**config.mk**
```make
export PLATFORM = sky130hd
export DESIGN_NAME = fft_8_in_buffer
export DESIGN_NICKNAME = d
export VERILOG_FILES = /design/src/rtl/fft_pkg.sv /design/src/rtl/fft_8_in_bank.sv /design/src/rtl/fft_8_in_buffer.sv
export SDC_FILE = /design/constraint.sdc
export NUM_CORES = 1
export LEC_CHECK = 0
export ABC_CLOCK_PERIOD_IN_PS = 4600
export BUFFER_PORTS_ARGS = -buffer_cell sky130_fd_sc_hd__buf_4
export CAP_MARGIN = 5
export CORE_MARGIN = 2
export CORE_UTILIZATION = 30
export CTS_CLUSTER_SIZE = 25
export DETAILED_ROUTE_END_ITERATION = 12
export PLACE_DENSITY_LB_ADDON = 0.25
export SYNTH_ARGS = -nofsm -noshare
export SYNTH_HDL_FRONTEND = slang
export SYNTH_SLANG_ARGS = --single-unit
```
**constraint.sdc**
```tcl
create_clock -name clk -period 4.6 [get_ports clk]
set_input_delay 0.92 -clock clk [delete_from_list [all_inputs] [get_ports clk]]
set_output_delay 0.92 -clock clk [all_outputs]
set_load 0.01 [all_outputs]
```
**src/rtl/fft_pkg.sv**
```systemverilog
// ---------------------------------------------------------------------------
// fft_pkg
//
// Shared definitions for the fft_8 datapath blocks.
//   FFT_N       log2 of the frame length (fixed at 3)
//   FFT_POINTS  points per frame (8)
//   FFT_W       width of one sample component, two's complement
//   sample_t    one complex sample: re = real part, im = imaginary part
//   bitrev3     3-bit index reversal used for decimation-in-time ordering
// ---------------------------------------------------------------------------
package fft_pkg;

    localparam int FFT_N      = 3;
    localparam int FFT_POINTS = 8;
    localparam int FFT_W      = 8;

    // "real" is a reserved word, hence the short field names
    typedef struct packed {
        logic [FFT_W-1:0] re;
        logic [FFT_W-1:0] im;
    } sample_t;

    function automatic logic [FFT_N-1:0] bitrev3(input logic [FFT_N-1:0] idx);
        return {idx[0], idx[1], idx[2]};
    endfunction

endpackage

```
**src/rtl/fft_8_in_bank.sv**
```systemverilog
// ---------------------------------------------------------------------------
// fft_8_in_bank
//
// One 8-slot complex sample register bank with a single write port and a
// flat, always-visible parallel read-out.
//
// Ports:
//   clk       in   system clock, rising edge
//   rst       in   synchronous active-low reset, zeroes every slot
//   we        in   write enable
//   addr      in   slot written when we=1
//   wr_real   in   real part to store
//   wr_image  in   imaginary part to store
//   rd_real   out  slot k real part at bits [k*W +: W]
//   rd_image  out  slot k imaginary part at bits [k*W +: W]
// ---------------------------------------------------------------------------
module fft_8_in_bank
    import fft_pkg::*;
#(
    parameter int W = FFT_W
) (
    input  logic                    clk,
    input  logic                    rst,
    input  logic                    we,
    input  logic [FFT_N-1:0]        addr,
    input  logic [W-1:0]            wr_real,
    input  logic [W-1:0]            wr_image,
    output logic [FFT_POINTS*W-1:0] rd_real,
    output logic [FFT_POINTS*W-1:0] rd_image
);

    logic [W-1:0] mem_real  [FFT_POINTS];
    logic [W-1:0] mem_image [FFT_POINTS];

    // Storage: reset clears every slot so the read-out is defined at all times.
    always_ff @(posedge clk) begin
        if (!rst) begin
            for (int k = 0; k < FFT_POINTS; k++) begin
                mem_real[k]  <= '0;
                mem_image[k] <= '0;
            end
        end else if (we) begin
            mem_real[addr]  <= wr_real;
            mem_image[addr] <= wr_image;
        end
    end

    // Flatten the slots onto the parallel buses, slot 0 in the low bits.
    always_comb begin
        rd_real  = '0;
        rd_image = '0;
        for (int k = 0; k < FFT_POINTS; k++) begin
            rd_real[k*W +: W]  = mem_real[k];
            rd_image[k*W +: W] = mem_image[k];
        end
    end

endmodule

```
**src/rtl/fft_8_in_buffer.sv**
```systemverilog
// ---------------------------------------------------------------------------
// fft_8_in_buffer
//
// Serial-to-parallel ping-pong input buffer for fft_8. Complex samples arrive
// one per cycle on a valid/ready stream and are packed into 8-point frames.
// Two banks alternate: one is filled while the other is presented to fft_8.
//
// Optional build macro:
//   FFT_IN_BIT_REVERSE_EN  when defined, sample i lands in slot bitrev3(i)
//                          so the frame comes out in bit-reversed order;
//                          otherwise sample i lands in slot i.
//
// Ports:
//   clk          in   system clock, rising edge
//   rst          in   synchronous active-low reset
//   s_valid      in   input sample valid
//   s_ready      out  buffer can accept a sample
//   s_real       in   input sample real part
//   s_image      in   input sample imaginary part
//   frame_valid  out  complete frame presented on x_real/x_image
//   frame_ready  in   fft_8 consumes the presented frame
//   x_real       out  slot k real part at bits [k*W +: W]
//   x_image      out  slot k imaginary part at bits [k*W +: W]
//   frames_out   out  frames handed off, wraps at 0xFFFF
// ---------------------------------------------------------------------------
module fft_8_in_buffer
    import fft_pkg::*;
#(
    parameter int N = FFT_N,
    parameter int W = FFT_W
) (
    input  logic                    clk,
    input  logic                    rst,
    input  logic                    s_valid,
    output logic                    s_ready,
    input  logic [W-1:0]            s_real,
    input  logic [W-1:0]            s_image,
    output logic                    frame_valid,
    input  logic                    frame_ready,
    output logic [FFT_POINTS*W-1:0] x_real,
    output logic [FFT_POINTS*W-1:0] x_image,
    output logic [15:0]             frames_out
);

    logic [1:0]              full;
    logic [1:0]              full_next;
    logic                    wr_bank;
    logic                    rd_bank;
    logic [N-1:0]            wr_cnt;
    logic [N-1:0]            wr_slot;
    logic [15:0]             frame_count;

    logic                    accept;
    logic                    fill_done;
    logic                    drain;
    logic [1:0]              bank_we;
    sample_t                 in_sample;

    logic [FFT_POINTS*W-1:0] bank_real  [2];
    logic [FFT_POINTS*W-1:0] bank_image [2];

    // Handshakes. Both are functions of registers only, so neither side of
    // the buffer ever sees a combinational path from the other side.
    assign s_ready     = ~full[wr_bank];
    assign frame_valid = full[rd_bank];
    assign accept      = s_valid & s_ready;
    assign fill_done   = accept & (wr_cnt == '1);
    assign drain       = frame_valid & frame_ready;
    assign frames_out  = frame_count;

    assign in_sample = '{re: s_real, im: s_image};

    // Slot selection for the incoming sample.
`ifdef FFT_IN_BIT_REVERSE_EN
    assign wr_slot = bitrev3(wr_cnt);
`else
    assign wr_slot = wr_cnt;
`endif

    assign bank_we[0] = accept & ~wr_bank;
    assign bank_we[1] = accept &  wr_bank;

    // Full flags: a fill completes on one bank and a drain empties the other.
    // They can never target the same bank (writes need full=0, reads need
    // full=1), so applying both in sequence is safe.
    always_comb begin
        full_next = full;
        if (fill_done) begin
            full_next[wr_bank] = 1'b1;
        end
        if (drain) begin
            full_next[rd_bank] = 1'b0;
        end
    end

    // Pointer, flag and counter registers.
    always_ff @(posedge clk) begin
        if (!rst) begin
            full        <= '0;
            wr_bank     <= 1'b0;
            rd_bank     <= 1'b0;
            wr_cnt      <= '0;
            frame_count <= '0;
        end else begin
            full <= full_next;
            if (accept) begin
                wr_cnt <= wr_cnt + 1'b1;
            end
            if (fill_done) begin
                wr_bank <= ~wr_bank;
            end
            if (drain) begin
                rd_bank     <= ~rd_bank;
                frame_count <= frame_count + 16'd1;
            end
        end
    end

    // The two ping-pong banks.
    for (genvar b = 0; b < 2; b++) begin : g_bank
        fft_8_in_bank #(
            .W (W)
        ) u_bank (
            .clk      (clk),
            .rst      (rst),
            .we       (bank_we[b]),
            .addr     (wr_slot),
            .wr_real  (in_sample.re),
            .wr_image (in_sample.im),
            .rd_real  (bank_real[b]),
            .rd_image (bank_image[b])
        );
    end

    // Output mux always follows the read bank; it only changes on a drain,
    // so the presented frame is stable until fft_8 takes it.
    assign x_real  = rd_bank ? bank_real[1]  : bank_real[0];
    assign x_image = rd_bank ? bank_image[1] : bank_image[0];

endmodule

```
== Word level (Yosys, flattened, before mapping) ==
Memory sizes are Yosys's and may differ from the RTL's.
Cells that the tools add are included.
Widths: inputs -> output; s select.

* Muxes and demuxes: 31
* Magnitude comparators: 4
* Equality and inequality tests: 1
* Bitwise gates (word level): 11
* Reduce and logical (&&, ||, !) cells: 6
* Add/subtract/negate cells: 2

{| class="wikitable"
|+ Operator list
! cell !! number
|-
| $mux 64 || 2
|-
| $mux 8 || 4
|-
| $reduce_or 8->1 || 4
|-
| $mux 1 || 17
|-
| $add 16x1->16 const B || 1
|-
| $mux 3 || 4
|-
| $and 1x1->1 || 5
|-
| $lt 1x2->1 const B || 2
|-
| $mux 2 || 2
|-
| $add 3x1->3 const B || 1
|-
| $eq 3x3->1 const B || 1
|-
| $not 1->1 || 3
|-
| $and 2x2->2 || 1
|-
| $demux 1 s1 || 2
|-
| $ge 1x1->1 const B || 2
|-
| $logic_and 1x1->1 || 2
|-
| $not 2->2 || 1
|-
| $or 2x2->2 || 1
|}

* Word-level logic and storage cells: 64
* Output and inout port bits: 146
* Memory bits (writable): 256
* Register bits: 23
* Memories: 4
* Input bits: 20

{| class="wikitable"
|+ Memory list
! name !! depth !! bits a word !! read ports !! clocked after Yosys merged registers in !! wr ports !! line !! RTL
|-
| g_bank[0].u_bank.mem_image || 8 || 8 || 8 || 0 || 8 || fft_8_in_bank.sv:33 || <nowiki>logic [W-1:0] mem_image [FFT_POINTS];</nowiki>
|-
| g_bank[0].u_bank.mem_real || 8 || 8 || 8 || 0 || 8 || fft_8_in_bank.sv:32 || <nowiki>logic [W-1:0] mem_real [FFT_POINTS];</nowiki>
|-
| g_bank[1].u_bank.mem_image || 8 || 8 || 8 || 0 || 8 || fft_8_in_bank.sv:33 ||
|-
| g_bank[1].u_bank.mem_real || 8 || 8 || 8 || 0 || 8 || fft_8_in_bank.sv:32 ||
|}

== Logic depth before layout (Yosys ltp) ==
Gate-level depths: netlist (run 1).

* Word-level depth: 10
* Mapped depth: 7
* Depth with buffers taken out: 5

== Cells and area by module ==
A second synthesis (run 1) with hierarchy kept.

* Cells, all modules: 909
* Area total of the unflattened synthesis: 11950.2 sq um

{| class="wikitable"
|+ By module, submodules not included
! module !! cells each !! area each (sq um) !! seq. area each (sq um) !! instances
|-
| fft_8_in_bank || 322 || 4682.0 || 3843.7 || 2
|-
| fft_8_in_buffer || 265 || 2586.2 || 460.4 || 1
|}

== Worst setup path after synthesis (run 1) ==
Ideal clock, no wire load.

* Path kind: input port to flip-flop
* From: in rst
* To: mem g_bank[0].u_bank.mem_image[3][0] (netlist bit), enable pin
* Arrival: 2807 ps
* Slack: 1382 ps
* Data required time: 4189 ps
* Cell stages on the path: 4
* Path buffers: 1
* Setup time: 411 ps
* Cell sequence: nand2_1 > or4b_1 > buf_2 > o21ai_0

{| class="wikitable"
|+ RTL lines
! element !! line !! RTL
|-
| start, declared || fft_8_in_buffer.sv:33 || <nowiki>input logic rst,</nowiki>
|-
| end, declared || fft_8_in_bank.sv:33 ||
|}

== Worst setup path after layout (run 1) ==
* From: reg rd_bank
* To: out x_real[40]

* Longest elaborated chain between the ends: 1

{| class="wikitable"
|+ RTL lines
! element !! line !! RTL
|-
| start, declared || fft_8_in_buffer.sv:48 || <nowiki>logic rd_bank;</nowiki>
|-
| start signal, assigned || fft_8_in_buffer.sv:113 || <nowiki>rd_bank <= ~rd_bank;</nowiki>
|-
| $mux 64 || fft_8_in_buffer.sv:137 || <nowiki>assign x_real = rd_bank ? bank_real[1] : bank_real[0];</nowiki>
|-
| end, declared || fft_8_in_buffer.sv:40 || <nowiki>output logic [FFT_POINTS*W-1:0] x_real,</nowiki>
|}

No other way between the ends.

==> results of run 1 <==
[power by group through the flow]
stage,clock (W),sequential [W],combinational (W)
6_report,0.00245,0.00288,0.000333
5_1_grt,0.00258,0.00289,0.000362
4_1_cts,0.00251,0.00288,0.000347
3_5_place_dp,0,0.00294,0.000345
3_3_place_gp,0,0.00293,0.000344
2_1_floorplan,0,0.00292,0.000156
[final cells by class]
class	count	area [sq um]	area share, %
multi-input cells	515	3860	25.6
flip-flops and latches	279	8150	54.0
repair buffers	183	1400	9.26
clock inverters	15	105	0.696
inverters	5	18.8	0.124
well taps	532	666	4.41
clock buffers	42	902	5.97
[final timing paths]
check	cells after the start	start	slack, ns	to
setup / recovery	3	rd_bank	1.28	x_real[40]
hold / removal	2	frames_out[13]	0.49	frames_out[13]
setup reg to reg	3	wr_bank	1.87	g_bank[0].u_bank.mem_image[0][7]
hold reg to reg	2	frames_out[13]	0.49	frames_out[13]
[placed cells by master (no fill, tap or decap), types with 3 or more instances in the layout]
master     Yosys  routed
a21oi_1        8       8
and2_1       256     256
buf_4          0     181
clkbuf_1      39       7
clkbuf_16      0      35
clkinv_1       1       8
clkinv_2       0       3
dfxtp_1       23      22
edfxtp_1     256     256
ha_1           3       3
inv_1          4       4
mux2_2       128     128
mux2i_1        5       5
nand2_1       16      16
nand2b_1       8       8
nand3_1        9       9
nand4_1        4       4
nor2_1        18      18
nor2_2         9       9
nor3_1         4       4
nor3_4         3       3
nor4_1         3       3
o21ai_1        0      12
or4_1          3       3
xnor2_1        6       6
xor2_1         4       4
[per-stage QoR]
stage	hold slack, ns	util, %	worst slack [ns]
6_report	0.495	37.2	1.28
5_1_grt	0.533	37.2	1.13
4_1_cts	0.498	37.2	1.22
3_5_place_dp	0.486	34.8	1.00
3_3_place_gp	0.481	34.8	1.06
2_1_floorplan	0.477	-	1.38
[worst min-delay path, stage by stage (launching register included)]
cell	delay, ns
dfxtp_1	0.33
nand2_1	0.06
mux2i_1	0.06
[flip-flops by register name, summed over array words and instances, names as in the netlist]
| name | count |
|---|---|
| frames_out | 16 |
| full | 2 |
| rd_bank | 1 |
| wr_bank | 1 |
| g_bank.u_bank.mem_real | 128 |
| g_bank.u_bank.mem_image | 128 |
| wr_cnt | 3 |
[kinds of logic after synthesis]
group                    after synthesis  synth area share [%]
multiplexers                         133                  12.2
flip-flops                           279                  66.4
XOR/XNOR                              10                 0.714
buffers and inverters                 62                  2.08
adder cells (fa/ha/maj)                3                 0.306
AO/OA/AOI/OAI                         27                  1.22
AND/OR/NAND/NOR                      342                  17.1
[layer usage]
layer	share of wire (%)	GRT usage, %	vias up
li1	-	-	3360
met2	49	25.2	183
met3	7.1	3.47	46
met1	42	19.0	3486
met5	0.051	0	-
met4	1.8	3.72	2
==> results.tsv, run 1 <==
stage	metric	value	unit
sta	TNS Setup	0	ns
global_route	vias in the first global route	7104	
placed_design	# port buffers	165	
worst_setup_path	crit path max-delay cell type	dfxtp_4	
synthesis	Mapped Avg Cell Area	14.3	sq um
worst_setup_path	crit-path max FO	63	
pwr	total power	0.00566	W
clock_network	register clock-pin slew on the reported worst setup and hold paths	0.06	ns
pwr	Power Dens Cells	375	nW/um^2
clock_network	TritonCTS clock tree	yes	
route	1st-iter DRT viols	369	
sta	Setup violations, final	0	
worst_setup_path	Worst path max stage delay	0.98	ns
sta	worst clock skew	0.0102	ns
pwr	net switching power	0.00123	W
floorplan	die footprint	42500	sq um
clock_network	cts-stage hold buffer count	0	
global_route	overall routing resource usage	14.8	%
route	ANT nets after route	0	
cells_and_area	Final nets	1041	
synthesis	asr flop ratio synth	0	%
worst_setup_path	crit path cell chain	buf_12, mux2_2, buf_4	
synthesis	Distinct cells, synth	35	
floorplan	Die Ht	206	microns
clock_network	# clock sinks	279	
synthesis	sequential area share after synthesis	66.4	%
route	Total Wirelength	31400	microns
synthesis	Synth area leader	edfxtp_1	
pwr	Max VDD drop	0.220	mV
cells_and_area	Inserted Diodes	0	
synthesis	top cells by area, synth	edfxtp_1, and2_1, mux2_2	
global_route	first-pass GRT wire length	45800	microns
worst_setup_path	CP Capture Type	primary output	
clock_network	Setup Fix Bufs, Post-CTS	0	
route	WL/cell	20.0	microns
sta	relative slew slack	34.5	%
global_route	largest net degree at the start of global routing	64	
synthesis	YS warnings	0	
worst_setup_path	family with the most delay on the worst path	flip-flops	
route	DR pass1 iterations	6	
run	max-cap viol count	0	
route	vias per std cell	4.50	
synthesis	Post-Syn Area	12300	sq um
outcome	status	finished, final reports clean	
cells_and_area	share of cells above drive strength 1	35.6	%
sta	Fmax	0.302	GHz
synthesis	top cell type's share of synthesized area	62.7	%
worst_setup_path	Worst Path Required	3.68	ns
synthesis	Top FF cell, synth	edfxtp_1	
global_route	antenna violations before repair	2	
hold_path	hold crit path type	flip-flop to flip-flop	
clock_network	CTS root buf	clkbuf_16	
clock_network	CTS buffer count	34	
sta	RSZ-0062 raised after global routing	false	
sta	crit path time final	3.32	ns
sta	Final Cycle Share	72.1	%
worst_setup_path	Bufs and invs on worst path	2	
synthesis	Post-Synthesis Cells	856	
cells_and_area	Finished Cell Area	15100	sq um
synthesis	Post-synth top cells	and2_1, edfxtp_1, mux2_2	
pwr	Comb pwr share	5.9	%
cells_and_area	Post-Layout Cell Count	1571	
pwr	sequential share of power	50.9	%
placed_design	RePlAce Congestion	0.725	
global_route	grt total ovfl	0	
route	DRC viols	0	
worst_setup_path	CP startpoint kind	flip-flop	
floorplan	Die X	206	microns
cells_and_area	fill cell count	3879	
placed_design	Post-DP HPWL	19800	microns
worst_setup_path	Critical Setup Path Class	flip-flop to primary output	
floorplan	Initial Util	30.2	%
sta	worst slew pin tran	0.979	ns
placed_design	DP Area	14100	sq um
pwr	Net Sw Frac	21.8	%
pwr	Internal Pwr Total	0.00443	W
floorplan	# rows	74	
clock_network	# resized after CTS	0	
synthesis	EDFF count, synth	256	
clock_network	# H-tree levels	2	
clock_network	clock latency on the worst-skew pair	0.49	ns
sta	Slew Viols, Final	0	
worst_setup_path	critical path arrival	2.40	ns
floorplan	IO Count	166	
pwr	LEAKAGE	5.77	nW
sta	final hold vios	0	
placed_design	Placed Instances	1514	
floorplan	core area	40600	sq um
clock_network	Max Root-Sink Buffers	3	
route	vias	7077	
synthesis	#FFs+latches synth	279	
pwr	Clk pwr share	43.2	%
cells_and_area	Area Growth Syn to Fin	23.1	%
synthesis	syn_nets	879	
Power figures use the tool's default switching activity.
==> inputs of run 2 (changes only) <==
Settings changed: ABC_CLOCK_PERIOD_IN_PS 4600 to 3300.
Clock period 4.6 ns to 3.3 ns, I/O delays scaled along.
==> run 2 against run 1 <==
Compared with the run above:
- count of clock-buffer cells in the layout is 1 higher
- register-to-register slack worse by 0.84 ns
- combinational power is 41% higher
- first-iteration DRC count is 0.27% higher
- hold slack worse by 0.029 ns
- critical path depth stayed put
- routed wire length is 0.31% lower
- sequential share of layout area is 0.28 points lower
- worst setup slack worse by 0.88 ns
- critical path type unchanged
- critical endpoint is now frame_valid
- largest power group unchanged
==> results.tsv, run 2 (synthesis results as in run 1) <==
stage	metric	value	unit	change
sta	Fin Hold WS	0.465	ns	-0.0294 ns
global_route	largest net degree at the start of global routing	63		-1.6%
floorplan	Initial Util	30.2	%	unchanged
sta	Slew Viols, Final	0		unchanged
sta	Fmax	0.345	GHz	
placed_design	DP Area	14200	sq um	+0.53%
route	Total Wirelength	31300	microns	-0.31%
route	vias	7096		+0.27%
route	DR pass1 iterations	5		-1
sta	Setup WS post-layout	0.399	ns	-0.885 ns
placed_design	Placed Instances	1524		+0.66%
clock_network	# clock sinks	279		unchanged
placed_design	Place WS	0.757	ns	-0.242 ns
worst_setup_path	Worst Path Required	2.64	ns	-1.04 ns
worst_setup_path	CP startpoint kind	flip-flop		
route	1st-iter DRT viols	370		+0.27%
clock_network	clock latency on the worst-skew pair	0.51	ns	+0.02 ns
route	routed length on met3	2080	microns	-6.6%
pwr	Power Dens Cells	521	nW/um^2	+39%
worst_setup_path	Reg2Reg Depth	4		+1
placed_design	Post-DP HPWL	19600	microns	-1.1%
floorplan	# rows	74		unchanged
sta	TNS Setup	0	ns	unchanged
sta	RSZ-0062 raised after global routing	false		
floorplan	Die X	206	microns	unchanged
route	DRC viols	0		unchanged
cells_and_area	Final nets	1051		+0.96%
hold_path	cell depth of the worst hold path	3		+1
route	met1 WL	13700	microns	+3.7%
sta	worst slew pin tran	0.897	ns	-0.0816 ns
sta	final hold vios	0		unchanged
global_route	overall routing resource usage	14.8	%	-0.033 points
clock_network	CTS root buf	clkbuf_16		
route	WL/cell	19.8	microns	-1.2%
route	Top Metal Used	met4		
floorplan	die footprint	42500	sq um	unchanged
pwr	Max VDD drop	0.298	mV	+35%
run	max-cap viol count	0		unchanged
route	vias per std cell	4.48		-0.62%
sta	Final Cycle Share	87.9	%	
cells_and_area	fill cell count	3900		+0.54%
global_route	antenna violations before repair	2		unchanged
clock_network	cts-stage hold buffer count	0		unchanged
clock_network	Max Root-Sink Buffers	3		unchanged
worst_setup_path	Critical Setup Path Class	flip-flop to primary output		
sta	Setup violations, final	0		unchanged
placed_design	# port buffers	165		unchanged
worst_setup_path	crit-path max FO	26		-59%
sta	worst clock skew	0.0141	ns	+0.00397 ns
cells_and_area	Finished Cell Area	15200	sq um	+0.51%
floorplan	core area	40600	sq um	unchanged
clock_network	TritonCTS clock tree	yes		
outcome	status	finished, final reports clean		
placed_design	RePlAce Congestion	0.701		-3.2%
worst_setup_path	CP Capture Type	primary output		
sta	crit path time final	2.90	ns	
global_route	grt total ovfl	0		unchanged
clock_network	# H-tree levels	2		unchanged
cells_and_area	share of cells above drive strength 1	36.0	%	+0.39 points
route	DR WL met2	15000	microns	-2.4%
pwr	LEAKAGE	5.82	nW	+0.88%
cells_and_area	Post-Layout Cell Count	1585		+0.89%
clock_network	CTS buffer count	34		unchanged
route	ANT nets after route	0		unchanged
sta	relative slew slack	38.5	%	+4.0 points
clock_network	Setup Fix Bufs, Post-CTS	0		unchanged
global_route	first-pass GRT wire length	45800	microns	-0.12%
cells_and_area	Area Growth Syn to Fin	23.8	%	
hold_path	hold crit path type	input port to flip-flop		
clock_network	# resized after CTS	0		unchanged
cells_and_area	most frequent cells in the layout	and2_1, edfxtp_1, buf_4, mux2_2, clkbuf_16		
clock_network	register clock-pin slew on the reported worst setup and hold paths	0.06	ns	about the same
global_route	vias in the first global route	7177		+1.0%
worst_setup_path	critical path arrival	2.24	ns	-0.16 ns
floorplan	IO Count	166		unchanged
floorplan	Die Ht	206	microns	unchanged
run 2: cell type report:
type	instances	area [sq um]	area share (%)
Antenna cell	3	7.51	0.0494
Clock buffer	43	906	5.97
Clock inverter	15	96.3	0.635
Inverter	5	18.8	0.124
Multi-Input combinational cell	515	3860	25.4
Sequential cell	279	8150	53.7
Tap cell	532	666	4.38
Timing Repair Buffer	193	1470	9.71
run 2: routing by layer:
| layer | vias to the layer above | GRT usage (%) |
|---|---|---|
| met5 | - | 0 |
| met4 | 0 | 3.83 |
| met3 | 40 | 3.89 |
| met2 | 163 | 24.3 |
| met1 | 3515 | 19.4 |
| li1 | 3378 | - |
run 2: worst max-delay path, stage by stage, from the launching register on:
cell	delay (ns)
dfxtp_4	0.60
mux2i_1	0.81
inv_1	0.14
buf_4	0.19
run 2: worst paths after layout:
path,startpoint,end,slack (ns)
max,rd_bank,frame_valid,0.40
min,s_valid,wr_cnt[2],0.47
max reg2reg,rd_bank,frames_out[14],1.03
min reg2reg,frames_out[12],frames_out[12],0.51
run 2: where the power goes:
group | internal, W | switching, W
logic | 0.000188 | 0.000283
registers | 0.00398 | 0.0000372
clock network | 0.00201 | 0.00142
total | 0.00618 | 0.00174
run 2: metrics by stage:
step / total power (W) / util [%]
floorplan: 0.00429 / -
global placement: 0.00457 / 34.9
detailed placement: 0.00458 / 34.9
CTS: 0.00802 / 37.4
global route: 0.00820 / 37.4
finish: 0.00792 / 37.4
